File: src/rtl/dir_controller.sv
// dir_controller: turns four raw push-buttons into the 2-bit movement direction
// for snake_head. Each button is synchronised, debounced and edge-detected;
// no-op turns and 180-degree reversals are rejected, and up to two turns queue
// so a fast double turn spans two movement ticks.
//
// Ports:
//   clk, reset            system clock, asynchronous active-high reset
//   btn_up/right/down/left raw asynchronous active-high buttons
//   tick                  one-cycle movement strobe shared with snake_head
//   dir                   registered direction: 00 up, 01 right, 10 down, 11 left
//   dir_changed           one-cycle pulse, high while dir shows a freshly updated value
//   pending               number of queued turns (0..2)
module dir_controller #(
    parameter int DEBOUNCE_CYCLES = 1_000_000,
    parameter int CNT_BITS        = 20
) (
    input  logic       clk,
    input  logic       reset,
    input  logic       btn_up,
    input  logic       btn_right,
    input  logic       btn_down,
    input  logic       btn_left,
    input  logic       tick,
    output logic [1:0] dir,
    output logic       dir_changed,
    output logic [1:0] pending
);

    // Bit index of each button equals its direction code.
    localparam logic [1:0] DIR_UP    = 2'b00;
    localparam logic [1:0] DIR_RIGHT = 2'b01;
    localparam logic [1:0] DIR_DOWN  = 2'b10;
    localparam logic [1:0] DIR_LEFT  = 2'b11;

    localparam logic [CNT_BITS-1:0] CNT_LAST = CNT_BITS'(DEBOUNCE_CYCLES - 1);

    logic [3:0]          raw;
    logic [3:0]          sync1;
    logic [3:0]          sync2;
    logic [3:0]          stable;
    logic [3:0]          stable_d;
    logic [CNT_BITS-1:0] cnt [4];
    logic [3:0]          press;

    logic                ev_vld;
    logic [1:0]          ev_dir;
    logic [1:0]          ref_dir;
    logic                accept;

    logic                lock;
    logic [1:0]          q0;
    logic [1:0]          q1;

    assign raw = {btn_left, btn_down, btn_right, btn_up};

    // ------------------------------------------------------------------
    // Synchroniser + debounce, one lane per button.
    // The counter only runs while the synchronised input disagrees with the
    // debounced state; any agreeing cycle restarts it, so a bounce shorter
    // than DEBOUNCE_CYCLES never flips stable.
    // ------------------------------------------------------------------
    always_ff @(posedge clk or posedge reset) begin
        if (reset) begin
            sync1    <= '0;
            sync2    <= '0;
            stable   <= '0;
            stable_d <= '0;
            for (int i = 0; i < 4; i++) begin
                cnt[i] <= '0;
            end
        end else begin
            sync1    <= raw;
            sync2    <= sync1;
            stable_d <= stable;
            for (int i = 0; i < 4; i++) begin
                if (sync2[i] == stable[i]) begin
                    cnt[i] <= '0;
                end else if (cnt[i] == CNT_LAST) begin
                    stable[i] <= ~stable[i];
                    cnt[i]    <= '0;
                end else begin
                    cnt[i] <= cnt[i] + 1'b1;
                end
            end
        end
    end

    // Rising edge of the debounced state only; releases are ignored.
    assign press = stable & ~stable_d;

    // One press per cycle, fixed priority up > right > down > left.
    always_comb begin
        ev_vld = |press;
        ev_dir = DIR_UP;
        if (press[0]) begin
            ev_dir = DIR_UP;
        end else if (press[1]) begin
            ev_dir = DIR_RIGHT;
        end else if (press[2]) begin
            ev_dir = DIR_DOWN;
        end else if (press[3]) begin
            ev_dir = DIR_LEFT;
        end
    end

    // A press is judged against where the snake will be heading once every
    // queued turn has been applied, not against the current dir.
    always_comb begin
        ref_dir = dir;
        if (pending == 2'd2) begin
            ref_dir = q1;
        end else if (pending == 2'd1) begin
            ref_dir = q0;
        end
    end

    // Flipping bit 1 of a direction code yields its opposite.
    assign accept = ev_vld && (ev_dir != ref_dir) && (ev_dir != (ref_dir ^ 2'b10));

    // ------------------------------------------------------------------
    // Direction / queue state.
    // lock marks that dir already moved during the current tick interval,
    // so further turns must wait in the queue for the next tick.
    // ------------------------------------------------------------------
    always_ff @(posedge clk or posedge reset) begin
        if (reset) begin
            dir         <= DIR_RIGHT;
            dir_changed <= 1'b0;
            pending     <= 2'd0;
            lock        <= 1'b0;
            q0          <= DIR_UP;
            q1          <= DIR_UP;
        end else begin
            dir_changed <= 1'b0;
            if (tick) begin
                if (pending != 2'd0) begin
                    // Pop the head; the pop always frees a slot for a new press.
                    dir         <= q0;
                    dir_changed <= 1'b1;
                    lock        <= 1'b1;
                    if (pending == 2'd2) begin
                        q0 <= q1;
                        if (accept) begin
                            q1 <= ev_dir;
                        end else begin
                            pending <= 2'd1;
                        end
                    end else begin
                        if (accept) begin
                            q0 <= ev_dir;
                        end else begin
                            pending <= 2'd0;
                        end
                    end
                end else begin
                    lock <= 1'b0;
                    if (accept) begin
                        dir         <= ev_dir;
                        dir_changed <= 1'b1;
                        lock        <= 1'b1;
                    end
                end
            end else if (accept) begin
                if (!lock && (pending == 2'd0)) begin
                    dir         <= ev_dir;
                    dir_changed <= 1'b1;
                    lock        <= 1'b1;
                end else if (pending == 2'd0) begin
                    q0      <= ev_dir;
                    pending <= 2'd1;
                end else if (pending == 2'd1) begin
                    q1      <= ev_dir;
                    pending <= 2'd2;
                end
                // Queue full: the press is dropped.
            end
        end
    end

    // DIR_DOWN / DIR_LEFT are documented codes; reference them so the
    // encoding table stays next to the logic that relies on it.
    logic unused_codes;
    assign unused_codes = ^{DIR_DOWN, DIR_LEFT};

endmodule
File: config.mk
export PLATFORM = sky130hd
export DESIGN_NAME = dir_controller
export DESIGN_NICKNAME = d
export VERILOG_FILES = /design/src/rtl/dir_controller.sv
export SDC_FILE = /design/constraint.sdc
export NUM_CORES = 1
export LEC_CHECK = 0
export CAP_MARGIN = 40
export CORE_MARGIN = 4
export CORE_UTILIZATION = 50
export CTS_CLUSTER_DIAMETER = 150
export CTS_CLUSTER_SIZE = 14
export DETAILED_ROUTE_END_ITERATION = 8
export PLACE_DENSITY = 0.67
export SLEW_MARGIN = 10
export SYNTH_ARGS = -nofsm -noshare
export SYNTH_HDL_FRONTEND = slang
export SYNTH_SLANG_ARGS = --single-unit
File: constraint.sdc
create_clock -name clk -period 5.25 [get_ports clk]
set_input_delay 1.05 -clock clk [delete_from_list [all_inputs] [get_ports clk]]
set_output_delay 1.05 -clock clk [all_outputs]
set_load 0.02 [all_outputs]
==> flow_summary.ini <==
[synth]
syn-num-nets = 508
synthAdderAreaFrac_pct = 1.01
netlist_instances = 497
synth_compound_area_share_pct = 4.58
synth_ff_type = dfrtp_1
yosysSeqAreaShare_pct = 53.7
syn_area_per_cell_um2 = 9.95
ys_types = 46
yosys_warnings = 0
syn-cell-area_um2 = 4950
synth_seq_cells = 106
synthXorXnorAreaFrac_pct = 12.7
synth_top_family_by_area = simple AND/OR/NAND/NOR gates
synth_mux_area_share_pct = 1.97
synth_edf_count = 0
synthSimpleGateAreaFrac_pct = 23.6
async_flop_share_pct = 100

[global_route]
grtUsageTotal_pct = 15.9
overflow = 0
grt_max_degree = 56
top_usage_layer = met2
grt_pass1_vias = 3276
antenna_found_initial = 0
use_met1_pct = 22.5
grt_pass1_wl_mm = 14.9
grt_use_met2_pct = 24.4
use_met3_pct = 4.32

[setup_path]
arrival_ps = 1640
crit_path_max_fanout = 12
crit_buf_inv = 1
critical-path-top-delay-family = buffers and inverters
crit_type = register to primary output
rr_endpoint = cnt[8]
reg2reg_from = cnt[0]
slowest_delay_ps = 680
worstRegToRegCells = 6
rrSetupSlack_ps = 2950
slowest_stage = clkdlybuf4s50_1
cp.required_ps = 4200
startpoint_type = register
crit_chain = clkdlybuf4s50_1
end_kind = primary output

[sta]
max-slew-margin-rel_pct = 47.8
fmax_mhz = 372
period_share_pct = 51.2
hold_viol = 0
fin_skew_ps = 12.0
worstMarginPinSlew_ps = 776
rsz0062_at_grt = false
totalNegativeSetupSlack_ps = 0
slew_viol_final = 0
setup_viol = 0
min_period_ps = 2690

[detailed_routing]
wl_per_cell_um = 12.5
route.detailed.drc = 0
first_pass_iters = 5
num_vias = 3358
first_iter_violations = 121
drt_wl_total_mm = 8.13
antenna_left = 0
viasPerCell = 5.17

[clock_network]
cts.repair.resized = 0
cts_buffer_depth = 2
clock-sinks = 106
cts_root_buf = clkbuf_8
cts_made_buffers = 9
path_clk_slew_ps = 110
worstSkewPairLatency_ps = 370
htree_levels = 3
post_cts_buffers = 0
cts_tree = built
cts_hold_buffers = 0

[floorplan]
core_um2 = 9680
ios = 12
rows = 36
start_util_pct = 51.1
die_w_um = 107
die-area_um2 = 11500
die_h_um = 107

[place]
dp_hpwl_mm = 5.57
gp_congestion = 0.788
port_buffers = 11
placed_cell_area_um2 = 5200

[finish]
final_cell_mix = dfrtp_1, nor2_1, xor2_1
regArea_um2 = 2650
post_route_cells_drive_above_1_share_pct = 7.56
design_area_um2 = 5440
nNetsFinal = 522
area_growth_pct = 9.89
layout_commonest_cell = dfrtp_1
multi_input_area_um2 = 2170
diodes = 0
fillers = 878

[hold_path]
hold_class = register to register
hold_depth = 0
min_from = sync1[2]
hold_path_end = sync2[2]

[job]
drv_cap = 0

[power]
netSwitchingPower_w = 0.000353
ir_drop_v = 0.000169
combPwrFrac_pct = 5.4
p_per_area_nw_per_um2 = 275
seq_power_share_pct = 56.7
p_int_w = 0.00114
leakagePower_nw = 2.32
p_sw_share_pct = 23.6
p_clk_share_pct = 38.0

[run_status]
status = completed
==> sequential cells by signal, summed over array words and instances (netlist names) <==
signal and flops:
q1 2, pending 2, sync1 4, stable 4, cnt 80, dir 2, q0 2, stable_d 4
dir_changed 1, lock 1, sync2 4
==> worst max-delay path by stage <==
stage | slack [ps] | endpoint | start | cells after the start
5_1_grt | 2460 | pending[0] | pending[0] | 1
3_5_place_dp | 2360 | q0[1] | tick | 5
3_3_place_gp | 2380 | q0[1] | tick | 5
4_1_cts | 2540 | pending[1] | pending[1] | 1
2_1_floorplan | 1410 | cnt[0] | reset | 1
6_report | 2560 | pending[1] | pending[1] | 1
==> routing by layer <==
layer | vias up | part of all wire (%)
li1 | 1702 | -
met1 | 1606 | 50
met2 | 41 | 46
met3 | 9 | 3.2
met4 | 0 | 1.0
met5 | - | 0
==> cells in the mapped netlist (3+ instances only) <==
cell,n,share of area [%]
a31oi_1,4,0.51
o21ai_0,11,1.1
nand2b_1,4,0.51
mux2i_1,3,0.61
and4_1,5,0.89
mux2_2,6,1.4
a21oi_1,9,0.91
clkbuf_1,4,0.30
xnor2_1,23,4.1
nand2_1,41,3.1
nor3_1,5,0.51
and3_1,7,0.89
xor2_1,49,8.7
nand4_1,10,1.3
dfrtp_1,105,53
nand3_1,40,4.0
or2_2,4,0.51
inv_1,14,1.1
nor2_1,99,7.5
or3_1,7,0.89
buf_2,3,0.30
ha_1,4,1.0
nor2b_1,3,0.38
nor4_1,8,1.0
nor4b_1,4,0.71
==> power groups by stage <==
stage / registers, W / clock network (W) / logic (W)
floorplan: 0.000864 / 0 / 0.0000538
global placement: 0.000863 / 0 / 0.0000775
detailed placement: 0.000863 / 0 / 0.0000823
CTS: 0.000847 / 0.000587 / 0.0000824
global route: 0.000850 / 0.000620 / 0.0000914
finish: 0.000847 / 0.000567 / 0.0000800
==> logic make-up after synthesis <==
kind of cell	after synthesis
AND/OR/NAND/NOR	245
adder cells (fa/ha/maj)	4
AO/OA/AOI/OAI	36
buffers and inverters	25
flip-flops	106
multiplexers	9
XOR/XNOR	72
==> through the flow <==
stage | cells | power [W] | hold WS [ps] | worst slack, ps | util, %
floorplan | 497 | 0.000917 | 331 | 1410 | -
global route | 649 | 0.00156 | 380 | 2460 | 56.1
detailed placement | 633 | 0.000946 | 336 | 2360 | 53.7
global placement | 632 | 0.000940 | 337 | 2380 | 53.4
CTS | 649 | 0.00152 | 364 | 2540 | 56.1
finish | 649 | 0.00149 | 361 | 2560 | 56.1
==> cell type report <==
| cell class | instances | share of cell area (%) |
|---|---|---|
| Tap cell | 133 | 3.06 |
| Sequential cell | 106 | 48.8 |
| Timing Repair Buffer | 14 | 2.81 |
| Multi-Input combinational cell | 366 | 40.0 |
| Clock buffer | 9 | 2.28 |
| Inverter | 14 | 1.01 |
| Clock inverter | 7 | 2.05 |
Note: power is estimated with default switching activity, not from simulation.
